## config.mk

```make
export PLATFORM = sky130hd
export DESIGN_NAME = usb_rx_fsm
export DESIGN_NICKNAME = d
export VERILOG_FILES = /design/src/rtl/usb_pkg.sv /design/src/rtl/usb_rx_holdback.sv /design/src/rtl/usb_rx_fsm.sv
export SDC_FILE = /design/constraint.sdc
export NUM_CORES = 1
export LEC_CHECK = 0
export BUFFER_PORTS_ARGS = -buffer_cell sky130_fd_sc_hd__buf_4
export CAP_MARGIN = 0
export CORE_ASPECT_RATIO = 1.4
export CORE_MARGIN = 2
export CORE_UTILIZATION = 60
export CTS_CLUSTER_DIAMETER = 30
export CTS_CLUSTER_SIZE = 28
export DETAILED_ROUTE_END_ITERATION = 8
export PLACE_DENSITY_LB_ADDON = 0.3
export SLEW_MARGIN = 25
export SYNTH_ARGS = -nofsm -noshare
export SYNTH_HDL_FRONTEND = slang
export SYNTH_SLANG_ARGS = --single-unit
```

## constraint.sdc

```tcl
create_clock -name clk -period 5.1 [get_ports clk]
set_input_delay 0.765 -clock clk [delete_from_list [all_inputs] [get_ports clk]]
set_output_delay 0.765 -clock clk [all_outputs]
set_load 0.02 [all_outputs]
```

## src/rtl/usb_pkg.sv

```systemverilog
// Shared USB definitions: PID codes, CRC constants and byte-wise CRC helpers.
// Used by both the receive and transmit packet engines.
package usb_pkg;

  localparam logic [3:0] PID_OUT   = 4'h1;
  localparam logic [3:0] PID_IN    = 4'h9;
  localparam logic [3:0] PID_SOF   = 4'h5;
  localparam logic [3:0] PID_SETUP = 4'hD;
  localparam logic [3:0] PID_PING  = 4'h4;
  localparam logic [3:0] PID_DATA0 = 4'h3;
  localparam logic [3:0] PID_DATA1 = 4'hB;
  localparam logic [3:0] PID_DATA2 = 4'h7;
  localparam logic [3:0] PID_MDATA = 4'hF;
  localparam logic [3:0] PID_ACK   = 4'h2;
  localparam logic [3:0] PID_NAK   = 4'hA;
  localparam logic [3:0] PID_STALL = 4'hE;
  localparam logic [3:0] PID_NYET  = 4'h6;
  localparam logic [3:0] PID_PRE   = 4'hC;
  localparam logic [3:0] PID_SPLIT = 4'h8;

  localparam logic [4:0]  CRC5_POLY   = 5'h05;
  localparam logic [4:0]  CRC5_INIT   = 5'h1F;
  localparam logic [4:0]  CRC5_RESID  = 5'b01100;
  localparam logic [15:0] CRC16_POLY  = 16'h8005;
  localparam logic [15:0] CRC16_INIT  = 16'hFFFF;
  localparam logic [15:0] CRC16_RESID = 16'h800D;

  typedef enum logic [2:0] {
    ST_IDLE,
    ST_PID,
    ST_TOKEN,
    ST_DATA,
    ST_HSHAKE,
    ST_DROP,
    ST_DONE
  } rx_state_e;

  typedef enum logic [1:0] {
    K_NONE,
    K_TOKEN,
    K_DATA,
    K_HSHAKE
  } pid_kind_e;

  function automatic pid_kind_e pid_kind(input logic [3:0] pid);
    pid_kind_e k;
    case (pid)
      PID_OUT, PID_IN, PID_SETUP,
      PID_PING, PID_SOF:              k = K_TOKEN;
      PID_DATA0, PID_DATA1,
      PID_DATA2, PID_MDATA:           k = K_DATA;
      PID_ACK, PID_NAK, PID_STALL,
      PID_NYET, PID_PRE, PID_SPLIT:   k = K_HSHAKE;
      default:                        k = K_NONE;
    endcase
    return k;
  endfunction

  // Bits enter LSB-first, matching wire order.
  function automatic logic [4:0] crc5_byte(
    input logic [4:0] c,
    input logic [7:0] d
  );
    logic [4:0] r;
    r = c;
    for (int i = 0; i < 8; i++) begin
      if (r[4] ^ d[i]) r = {r[3:0], 1'b0} ^ CRC5_POLY;
      else             r = {r[3:0], 1'b0};
    end
    return r;
  endfunction

  function automatic logic [15:0] crc16_byte(
    input logic [15:0] c,
    input logic [7:0]  d
  );
    logic [15:0] r;
    r = c;
    for (int i = 0; i < 8; i++) begin
      if (r[15] ^ d[i]) r = {r[14:0], 1'b0} ^ CRC16_POLY;
      else              r = {r[14:0], 1'b0};
    end
    return r;
  endfunction

endpackage

```

## src/rtl/usb_rx_holdback.sv

```systemverilog
// Two-deep byte delay line: a byte leaves only once two newer bytes
// have arrived, so the trailing CRC16 pair is never released.
module usb_rx_holdback (
  input  logic        clk,
  input  logic        rst_n,
  input  logic        i_clear,
  input  logic        i_flush,
  input  logic        i_push,
  input  logic [7:0]  i_byte,
  output logic [7:0]  o_data,
  output logic        o_valid,
  output logic [10:0] o_count
);

  logic [7:0]  r_b0;
  logic [7:0]  r_b1;
  logic [1:0]  r_fill;
  logic [7:0]  r_data;
  logic        r_valid;
  logic [10:0] r_count;

  always_ff @(posedge clk or negedge rst_n) begin
    if (!rst_n) begin
      r_b0    <= '0;
      r_b1    <= '0;
      r_fill  <= '0;
      r_data  <= '0;
      r_valid <= 1'b0;
      r_count <= '0;
    end else begin
      r_valid <= 1'b0;
      if (i_clear) begin
        r_fill  <= '0;
        r_count <= '0;
      end else if (i_flush) begin
        r_fill <= '0;
      end else if (i_push) begin
        r_b0 <= i_byte;
        r_b1 <= r_b0;
        if (r_fill == 2'd2) begin
          r_data  <= r_b1;
          r_valid <= 1'b1;
          r_count <= r_count + 11'd1;
        end else begin
          r_fill <= r_fill + 2'd1;
        end
      end
    end
  end

  assign o_data  = r_data;
  assign o_valid = r_valid;
  assign o_count = r_count;

endmodule

```

## src/rtl/usb_rx_fsm.sv

```systemverilog
// USB packet receiver: PID check, CRC5/CRC16 check, token decode and
// payload release with CRC stripping, between UTMI and the protocol engine.
module usb_rx_fsm
  import usb_pkg::*;
#(
  parameter int CLK_FREQ_MHZ = 60,
  parameter int MAX_PAYLOAD  = 1024
) (
  input  logic        clk,
  input  logic        rst_n,
  input  logic [7:0]  utmi_rx_data,
  input  logic        utmi_rx_valid,
  input  logic        utmi_rx_active,
  input  logic        utmi_rx_error,
  output logic [3:0]  rx_pid,
  output logic        rx_pid_valid,
  output logic [10:0] rx_token,
  output logic        rx_token_valid,
  output logic [7:0]  rx_data,
  output logic        rx_data_valid,
  output logic [10:0] rx_data_count,
  output logic        rx_done,
  output logic        rx_crc_ok,
  output logic        rx_err
);

  localparam int CW = $clog2(MAX_PAYLOAD + 3);
  localparam logic [CW-1:0] LAST_IDX = CW'(MAX_PAYLOAD + 2);

  rx_state_e   r_state, n_state;
  pid_kind_e   r_kind, n_kind;
  logic        r_active_q;
  logic        r_perr, n_perr;
  logic [CW-1:0] r_bcnt, n_bcnt;
  logic [4:0]  r_crc5, n_crc5;
  logic [15:0] r_crc16, n_crc16;
  logic [7:0]  r_tok_lo, n_tok_lo;
  logic [2:0]  r_tok_hi, n_tok_hi;
  logic [3:0]  r_pid, n_pid;
  logic        r_pid_valid, n_pid_valid;
  logic [10:0] r_token, n_token;
  logic        r_token_valid, n_token_valid;
  logic        r_done, n_done;
  logic        r_crc_ok, n_crc_ok;
  logic        r_err, n_err;

  logic        w_push;
  logic        w_flush;
  logic        w_start;
  logic        w_eop;
  logic        w_good;
  logic        w_pid_bad;
  pid_kind_e   w_kind;
  logic [7:0]  w_hb_data;
  logic        w_hb_valid;
  logic [10:0] w_hb_count;
  logic        w_unused;

  assign w_unused  = |CLK_FREQ_MHZ;
  assign w_kind    = pid_kind(utmi_rx_data[3:0]);
  assign w_pid_bad = (utmi_rx_data[7:4] != ~utmi_rx_data[3:0])
                   || (w_kind == K_NONE);

  always_ff @(posedge clk or negedge rst_n) begin
    if (!rst_n) begin
      r_state       <= ST_IDLE;
      r_kind        <= K_NONE;
      // Held high so a packet cut by reset is ignored until rx_active toggles.
      r_active_q    <= 1'b1;
      r_perr        <= 1'b0;
      r_bcnt        <= '0;
      r_crc5        <= CRC5_INIT;
      r_crc16       <= CRC16_INIT;
      r_tok_lo      <= '0;
      r_tok_hi      <= '0;
      r_pid         <= '0;
      r_pid_valid   <= 1'b0;
      r_token       <= '0;
      r_token_valid <= 1'b0;
      r_done        <= 1'b0;
      r_crc_ok      <= 1'b0;
      r_err         <= 1'b0;
    end else begin
      r_state       <= n_state;
      r_kind        <= n_kind;
      r_active_q    <= utmi_rx_active;
      r_perr        <= n_perr;
      r_bcnt        <= n_bcnt;
      r_crc5        <= n_crc5;
      r_crc16       <= n_crc16;
      r_tok_lo      <= n_tok_lo;
      r_tok_hi      <= n_tok_hi;
      r_pid         <= n_pid;
      r_pid_valid   <= n_pid_valid;
      r_token       <= n_token;
      r_token_valid <= n_token_valid;
      r_done        <= n_done;
      r_crc_ok      <= n_crc_ok;
      r_err         <= n_err;
    end
  end

  always_comb begin
    n_state       = r_state;
    n_kind        = r_kind;
    n_perr        = r_perr;
    n_bcnt        = r_bcnt;
    n_crc5        = r_crc5;
    n_crc16       = r_crc16;
    n_tok_lo      = r_tok_lo;
    n_tok_hi      = r_tok_hi;
    n_pid         = r_pid;
    n_pid_valid   = 1'b0;
    n_token       = r_token;
    n_token_valid = 1'b0;
    n_done        = 1'b0;
    n_crc_ok      = r_crc_ok;
    n_err         = r_err;
    w_push        = 1'b0;
    w_flush       = 1'b0;
    w_start       = 1'b0;
    w_eop         = 1'b0;
    w_good        = 1'b0;

    unique case (r_state)
      ST_IDLE: begin
        w_start = utmi_rx_active & ~r_active_q;
      end
      ST_PID: begin
        if (utmi_rx_error) begin
          n_perr  = 1'b1;
          n_state = ST_DROP;
        end else if (utmi_rx_valid) begin
          if (w_pid_bad) begin
            n_perr  = 1'b1;
            n_state = ST_DROP;
          end else begin
            n_pid       = utmi_rx_data[3:0];
            n_pid_valid = 1'b1;
            n_kind      = w_kind;
            unique case (1'b1)
              (w_kind == K_TOKEN): n_state = ST_TOKEN;
              (w_kind == K_DATA):  n_state = ST_DATA;
              default:             n_state = ST_HSHAKE;
            endcase
          end
        end
      end
      ST_TOKEN: begin
        if (utmi_rx_error) begin
          n_perr  = 1'b1;
          n_state = ST_DROP;
        end else if (utmi_rx_valid) begin
          if (r_bcnt >= CW'(2)) begin
            n_perr  = 1'b1;
            n_state = ST_DROP;
          end else begin
            n_crc5 = crc5_byte(r_crc5, utmi_rx_data);
            n_bcnt = r_bcnt + CW'(1);
            if (r_bcnt == '0) n_tok_lo = utmi_rx_data;
            else              n_tok_hi = utmi_rx_data[2:0];
          end
        end
      end
      ST_DATA: begin
        if (utmi_rx_error) begin
          n_perr  = 1'b1;
          n_state = ST_DROP;
          w_flush = 1'b1;
        end else if (utmi_rx_valid) begin
          if (r_bcnt == LAST_IDX) begin
            n_perr  = 1'b1;
            n_state = ST_DROP;
            w_flush = 1'b1;
          end else begin
            n_crc16 = crc16_byte(r_crc16, utmi_rx_data);
            n_bcnt  = r_bcnt + CW'(1);
            w_push  = 1'b1;
          end
        end
      end
      ST_HSHAKE: begin
        if (utmi_rx_error || utmi_rx_valid) begin
          n_perr  = 1'b1;
          n_state = ST_DROP;
        end
      end
      ST_DROP: begin
        n_state = ST_DROP;
      end
      ST_DONE: begin
        n_state = ST_IDLE;
        w_start = utmi_rx_active;
      end
      default: begin
        n_state = ST_IDLE;
      end
    endcase

    if (w_start) begin
      n_state = ST_PID;
      n_kind  = K_NONE;
      n_perr  = 1'b0;
      n_bcnt  = '0;
      n_crc5  = CRC5_INIT;
      n_crc16 = CRC16_INIT;
    end

    // A byte sampled together with the falling rx_active is folded in above.
    if (r_state inside {ST_PID, ST_TOKEN, ST_DATA, ST_HSHAKE, ST_DROP}
        && !utmi_rx_active) begin
      n_state = ST_DONE;
      w_eop   = 1'b1;
    end

    if (w_eop) begin
      unique case (1'b1)
        (n_kind == K_TOKEN):
          w_good = (n_bcnt == CW'(2)) && (n_crc5 == CRC5_RESID);
        (n_kind == K_DATA):
          w_good = (n_bcnt >= CW'(2)) && (n_crc16 == CRC16_RESID);
        (n_kind == K_HSHAKE):
          w_good = (n_bcnt == '0);
        default:
          w_good = 1'b0;
      endcase
      w_good   = w_good & ~n_perr;
      n_done   = 1'b1;
      n_crc_ok = w_good;
      n_err    = ~w_good;
      if (w_good && n_kind == K_TOKEN) begin
        n_token_valid = 1'b1;
        n_token       = {n_tok_hi, n_tok_lo};
      end
    end
  end

  usb_rx_holdback u_hb (
    .clk     (clk),
    .rst_n   (rst_n),
    .i_clear (w_start),
    .i_flush (w_flush),
    .i_push  (w_push),
    .i_byte  (utmi_rx_data),
    .o_data  (w_hb_data),
    .o_valid (w_hb_valid),
    .o_count (w_hb_count)
  );

  assign rx_pid         = r_pid;
  assign rx_pid_valid   = r_pid_valid;
  assign rx_token       = r_token;
  assign rx_token_valid = r_token_valid;
  assign rx_data        = w_hb_data;
  assign rx_data_valid  = w_hb_valid;
  assign rx_data_count  = w_hb_count;
  assign rx_done        = r_done;
  assign rx_crc_ok      = r_crc_ok;
  assign rx_err         = r_err;

endmodule

```

==> results.json, run 1 <==
{
  "clock_sinks": 108,
  "synthesis.area_um2": 5980,
  "dr_total_vias": 4708,
  "antenna_found_initial": 0,
  "min_period_ps": 3810,
  "required_ps": 5340,
  "drv_cap": 0,
  "first_pass_iters": 7,
  "nets": 653,
  "grt_pass1_vias": 4805,
  "pin_count": 53,
  "vias_per_cell": 6.11,
  "synthCells": 603,
  "max-slew-margin-rel_pct": 37.6,
  "ir_drop_v": 0.000279,
  "design.core.area_um2": 9790,
  "drc": 0,
  "cts_buffers": 9,
  "num-fill-cells": 764,
  "r2r_slack_ps": 1320,
  "dieHeight_um": 122,
  "cp.arrival_ps": 4050,
  "grt-ovfl-total": 0,
  "synth.top_cell.area_share_pct": 36.0,
  "hold_class": "input pin to asynchronous set/reset pin",
  "dp_hpwl_mm": 10.1,
  "drtIter0Drc": 379,
  "wl_per_cell_um": 18.7,
  "grt_usage_pct": 28.9,
  "port_buffers": 52,
  "die_w_um": 88.4,
  "postRouteAntennaNets": 0,
  "n_antenna_cell": 0,
  "skew_ps": 11.3,
  "yosys.area.top_type": "dfrtp_1",
  "die_area_um2": 10800,
  "grt_setup_unrepaired": "false",
  "ys.flop_type": "dfrtp_1",
  "dp_slack_ps": 957,
  "seqCellArea_um2": 2730,
  "tightest_slew_ps": 935,
  "ys_warn_count": 0,
  "timing.fmax_mhz": 263,
  "area_growth_syn_to_layout_pct": 11.6,
  "final-setup-viol-count": 0,
  "run_status": "completed",
  "grt_max_degree": 77,
  "rows": 43,
  "wirelength_mm": 14.4,
  "tritoncts": "yes",
  "clk_pin_slew_ps": 80,
  "clockRootBuffer": "clkbuf_16",
  "multiInputGateArea_um2": 2990,
  "postSynthAreaPerCell_um2": 9.92,
  "synth-edff-count": 0,
  "async_flop_share_pct": 100,
  "crit_path_end_kind": "flop",
  "gp_congestion": 0.969,
  "finalCritPeriodShare_pct": 74.7,
  "cts_max_path_buffers": 2,
  "p_leak_nw": 3.18,
  "synth_seq_cells": 108,
  "ctsResizeCount": 0,
  "cts.htree.levels": 3,
  "grt_pass1_wl_mm": 24.1,
  "worst_skew_pair.late_latency_ps": 350,
  "holdBufCountCts": 0,
  "p_per_area_nw_per_um2": 447,
  "hold_violations": 0,
  "ys_types": 75,
  "critPathMaxFanout": 12,
  "postCtsSetupBuffers": 0,
  "crit_type": "input pin to flop",
  "yosysMostFrequentCell": "nand2_1",
  "yosysSeqAreaShare_pct": 45.6,
  "synthTopCellsByArea": "dfrtp_1 36%, dfstp_2 9.7%, nand2_1 7.9%",
  "fin_ws_ps": 1290,
  "drive_gt1_share_pct": 21.5,
  "critPathLaunchType": "input pin",
  "whs_ps": 426,
  "postSynthNetCount": 625,
  "synth_common_cells": "126 x nand2_1, 86 x dfrtp_1, 26 x xnor2_1",
  "start_util_pct": 61.1,
  "finalSetupTns_ps": 0,
  "slew_viol_final": 0
}
sequential cells by signal (all words and copies together) (netlist names), 2 cells and up:
| name | count |
|---|---|
| r_bcnt | 11 |
| r_crc16 | 16 |
| r_crc5 | 5 |
| r_kind | 2 |
| r_state | 3 |
| r_tok_hi | 3 |
| r_tok_lo | 8 |
| rx_pid | 4 |
| rx_token | 11 |
| u_hb.o_count | 11 |
| u_hb.o_data | 8 |
| u_hb.r_b0 | 8 |
| u_hb.r_b1 | 8 |
| u_hb.r_fill | 2 |
layer usage:
layer	vias up	global-route usage (%)	wire length [µm]
met5	-	0	0
met2	195	45.8	7290
met4	0	16.2	706
met1	2287	37.4	5640
li1	2174	-	-
met3	52	4.61	794
where the power goes:
group,internal (mW),switching (mW),leakage [nW]
Sequential,1.08,0.180,1.40
Combinational,0.442,0.592,1.63
Clock,0.358,0.333,0.148
Total,1.88,1.10,3.18
final cells by class:
class,instances,area share (%)
Multi-Input combinational cell,440,44.7
Inverter,15,0.843
Tap cell,135,2.53
Timing Repair Buffer,57,6.47
Clock buffer,10,3.58
Clock inverter,6,0.937
Sequential cell,108,40.9
stage by stage:
step                      power [mW]  cell area (µm²)  cells  utilization [%]
after floorplan                 2.03             5980    603                -
after global placement          2.25             6370    755             65.1
after detailed placement        2.28             6370    755             65.1
after CTS                       2.98             6670    771             68.1
after global routing            3.14             6680    771             68.2
final                           2.98             6680    771             68.2
layout by cell type, fill, tap and decap left out, types with 8 or more instances in the layout:
master	synthesis	layout
nand3_1	20	20
ha_1	9	9
mux2_2	16	16
a31oi_1	13	13
nor2_1	25	25
mux2_4	9	9
xnor2_1	26	26
a21oi_1	22	22
nand2_1	126	126
nor4_1	8	8
clkbuf_16	0	9
inv_1	15	15
o21ai_0	13	12
buf_4	1	56
dfstp_2	22	22
xor2_1	15	15
o211ai_1	11	11
nor3_1	10	10
nand4_1	12	12
dfrtp_1	86	86
or3_1	10	10
cell families after synthesis:
| kind of cell | count (synthesis) | synth area share [%] |
|---|---|---|
| adders and majority gates | 9 | 1.88 |
| muxes | 30 | 6.15 |
| DFF | 108 | 45.6 |
| and+or+nand+nor | 264 | 23.3 |
| xor gates and xnor gates | 46 | 7.90 |
| AOI/OAI and AO/OA | 91 | 10.7 |
| buffers and inverters | 55 | 4.45 |
critical path, cell delays in order:
cell      delay, ps
buf_4           160
inv_1            90
ha_1            280
mux2i_1         260
inv_1            80
ha_1            210
and3b_1         240
nand4_2         230
mux2_2          370
nor4_1          440
nand3b_4        140
nor2_4          410
mux2_1          370
worst paths after layout:
| kind | startpoint | to | cells after the start |
|---|---|---|---|
| setup / recovery | utmi_rx_data[1] | rx_token[0]$_DFFE_PN0P_ | 13 |
| hold / removal | rst_n | r_state[0]$_DFFE_PN0P_ | 1 |
| setup reg to reg | r_state[2]$_DFFE_PN0P_ | rx_err$_DFFE_PN0P_ | 9 |
| hold reg to reg | u_hb.r_b0[2]$_DFFE_PN0P_ | u_hb.r_b1[2]$_DFFE_PN0P_ | 2 |
| max in group asynchronous | rst_n | r_crc16[12]$_DFF_PN1_ | 2 |
| min in group clk | u_hb.r_b0[2]$_DFFE_PN0P_ | u_hb.r_b1[2]$_DFFE_PN0P_ | 2 |
(Power assumes the default switching activity.)
==> run 2, diff against run 1 <==
--- a/config.mk
+++ b/config.mk
@@ -5,11 +5,12 @@
 export SDC_FILE = /design/constraint.sdc
 export NUM_CORES = 1
 export LEC_CHECK = 0
+export ABC_AREA = 1
 export BUFFER_PORTS_ARGS = -buffer_cell sky130_fd_sc_hd__buf_4
 export CAP_MARGIN = 0
 export CORE_ASPECT_RATIO = 1.4
 export CORE_MARGIN = 2
-export CORE_UTILIZATION = 60
+export CORE_UTILIZATION = 54
 export CTS_CLUSTER_DIAMETER = 30
 export CTS_CLUSTER_SIZE = 28
 export DETAILED_ROUTE_END_ITERATION = 8
==> constraint.sdc (replaced) <==
create_clock -name clk -period 3.11 [get_ports clk]
set_input_delay 0.4665 -clock clk [delete_from_list [all_inputs] [get_ports clk]]
set_output_delay 0.4665 -clock clk [all_outputs]
set_load 0.02 [all_outputs]
==> results.json, run 2 <==
{
  "yosysMostFrequentCell": "nand2_1",
  "cts.htree.levels": 3,
  "regMostFlops": "r_crc16",
  "finalCritPeriodShare_pct": 94.4,
  "seqCellArea_um2": 2730,
  "clockRootBuffer": "clkbuf_16",
  "drive_gt1_share_pct": 18.1,
  "max-slew-margin-rel_pct": 57.9,
  "grt-ovfl-total": 0,
  "final_common_cell": "nand2_1",
  "dr_total_vias": 5353,
  "required_ps": 3350,
  "drc": 0,
  "port_buffers": 52,
  "cp.arrival_ps": 3180,
  "tritoncts": "yes",
  "die_area_um2": 12200,
  "max_stage_delay_ps": 400,
  "design.core.area_um2": 10900,
  "layout_common_cells": "226 x nand2_1, 91 x inv_1, 86 x dfrtp_1",
  "grt_max_degree": 109,
  "start_util_pct": 55.8,
  "wl_per_cell_um": 15.0,
  "hold_violations": 0,
  "drtIter0Drc": 282,
  "synth.top_cell.area_share_pct": 35.3,
  "p_per_area_nw_per_um2": 742,
  "critPathMaxFanout": 19,
  "cts_max_path_buffers": 2,
  "ys.flop_type": "dfrtp_1",
  "vias_per_cell": 5.45,
  "critPathBufInv": 4,
  "postSynthNetCount": 801,
  "final-setup-viol-count": 0,
  "ir_drop_v": 0.000411,
  "critPathSlowestCell": "dfrtp_1",
  "area_growth_syn_to_layout_pct": 14.8,
  "synth_common_cells": "227 x nand2_1, 91 x inv_1, 86 x dfrtp_1",
  "postSynthAreaPerCell_um2": 7.83,
  "dp_hpwl_mm": 10.5,
  "grt_pass1_wl_mm": 23.8,
  "critical_path.cell_chain": "inv_1 -> ha_1 -> nand3_1 -> inv_1 -> nand2_4 -> nand2_4 -> inv_4 -> nand2_8 -> nand2_1 -> inv_1 -> nor2_1 -> nand2_1 -> nor2_1 -> nand3_1 -> nor2_1 -> nand3_1 -> nand2_1 -> nand2_2 -> nand2_4 -> nand3_4 -> nand2_1 -> nand2_1",
  "slew_viol_final": 0,
  "crit_type": "flop to flop",
  "worst_skew_pair.late_latency_ps": 350,
  "dieHeight_um": 130,
  "multiInputGateArea_um2": 2890,
  "dp_slack_ps": -28.8,
  "run_status": "completed",
  "post-route-util_pct": 64.1,
  "gp_congestion": 0.993,
  "grt_pass1_vias": 5100,
  "synthCells": 779,
  "clock_sinks": 108,
  "fin_total_pwr_mw": 5.19,
  "skew_ps": 8.57,
  "timing.fmax_mhz": 341,
  "cts_buffers": 9,
  "async_flop_share_pct": 100,
  "rows": 45,
  "wirelength_mm": 14.7,
  "yosys.area.top_type": "dfrtp_1",
  "fin_ws_ps": 173,
  "grt_setup_unrepaired": "true",
  "crit_path_end_kind": "flop",
  "postRouteAntennaNets": 0,
  "design_area_um2": 7000,
  "whs_ps": 116,
  "critPathLaunchType": "flop",
  "grt_usage_pct": 24.6,
  "p_leak_nw": 3.74,
  "synthTopCellsByArea": "dfrtp_1 35%, nand2_1 14%, dfstp_2 9.5%",
  "pin_count": 53,
  "n_antenna_cell": 0,
  "synth-edff-count": 0,
  "ys_types": 53,
  "synthesis.area_um2": 6100,
  "critPathTopFamily": "simple AND/OR/NAND/NOR gates",
  "num-fill-cells": 941,
  "antenna_found_initial": 0,
  "postPlaceCellArea_um2": 6640,
  "tightest_slew_ps": 632,
  "nets": 858,
  "synth_seq_cells": 108,
  "min_period_ps": 2940,
  "holdBufCountCts": 0,
  "largest_reg_flops": 16,
  "first_pass_iters": 5,
  "drv_cap": 0,
  "hold_class": "input pin to asynchronous set/reset pin",
  "cpMostUsedCell": "nand2_1",
  "die_w_um": 93.8,
  "ys_warn_count": 0,
  "yosysSeqAreaShare_pct": 44.8,
  "clk_pin_slew_ps": 70
}
-- run 2: cell types whose count changed after synthesis, sizes merged, moves of 27 or more --
cell	before	now
nor2	26	61
nand2	126	233
nand3	20	58
mux2	27	0
inv	15	105
o21ai	14	52
-- run 2: stage by stage --
stage | instances | TNS, ps
floorplan | 779 | 0
global placement | 962 | 0
detailed placement | 962 | -39.0
CTS | 978 | 0
global route | 982 | -18.6
finish | 982 | 0
-- run 2: kinds of logic (layout without fill, tap and decap cells) --
kind of cell               count (synthesis)  count (layout)  synth area share, %
and+or+nand+nor                          389             391                 28.7
DFF                                      108             108                 44.8
AOI/OAI and AO/OA                        104             104                 9.79
xor gates and xnor gates                  29              29                 4.29
adders and majority gates                  9               9                 1.85
buffers and inverters                    129             189                 8.76
muxes                                     11              11                 1.81
-- run 2: worst register-to-register path: cells and delay by family, from the launching register on --
| family | cells | cell delay, ps |
|---|---|---|
| flops | 1 | 400 |
| fa+ha+maj | 1 | 240 |
| simple gates | 17 | 1810 |
| buf+inv | 4 | 380 |
-- run 2: layer usage --
metal,routed length [µm],track usage [%],up-vias,part of all wire (%)
met4,519,11.9,0,3.5
li1,-,-,2595,-
met1,5820,28.6,2545,39
met2,7690,44.5,176,52
met3,713,3.23,37,4.8
met5,0,0,-,0
-- run 2: worst paths after layout --
kind,from,slack (ps),cells after the start,end
min in group clk,utmi_rx_active,250,1,r_active_q$_DFF_PN1_
worst min register to register,u_hb.o_count[10]$_DFFE_PN0P_,480,1,u_hb.o_count[10]$_DFFE_PN0P_
worst max register to register,r_bcnt[0]$_DFF_PN0_,170,22,rx_token[5]$_DFFE_PN0P_
max in group asynchronous,rst_n,2460,2,r_bcnt[0]$_DFF_PN0_
worst min-delay path,rst_n,120,2,u_hb.o_count[9]$_DFFE_PN0P_
worst max-delay path,r_bcnt[0]$_DFF_PN0_,170,22,rx_token[5]$_DFFE_PN0P_
-- run 2: timing repair --
item,4_1_cts,5_1_grt
pin swaps,0,1
endpoints found under the setup margin,8,15
setup buffers,0,2
gates resized for setup,1,7
gates cloned,0,2
-- run 2: area by class of cell --
class	count	share of cell area, %
multi-input cells	544	41.2
clock buffers	10	3.27
repair buffers	67	7.37
clock inverters	6	0.840
inverters	106	5.76
well taps	141	2.52
flip-flops and latches	108	39.0
-- run 2: where the power goes --
part | internal [mW] | total (mW) | switching (mW)
Clock | 0.561 | 1.11 | 0.546
Combinational | 0.716 | 2.00 | 1.29
Sequential | 1.82 | 2.08 | 0.266
Total | 3.09 | 5.19 | 2.10
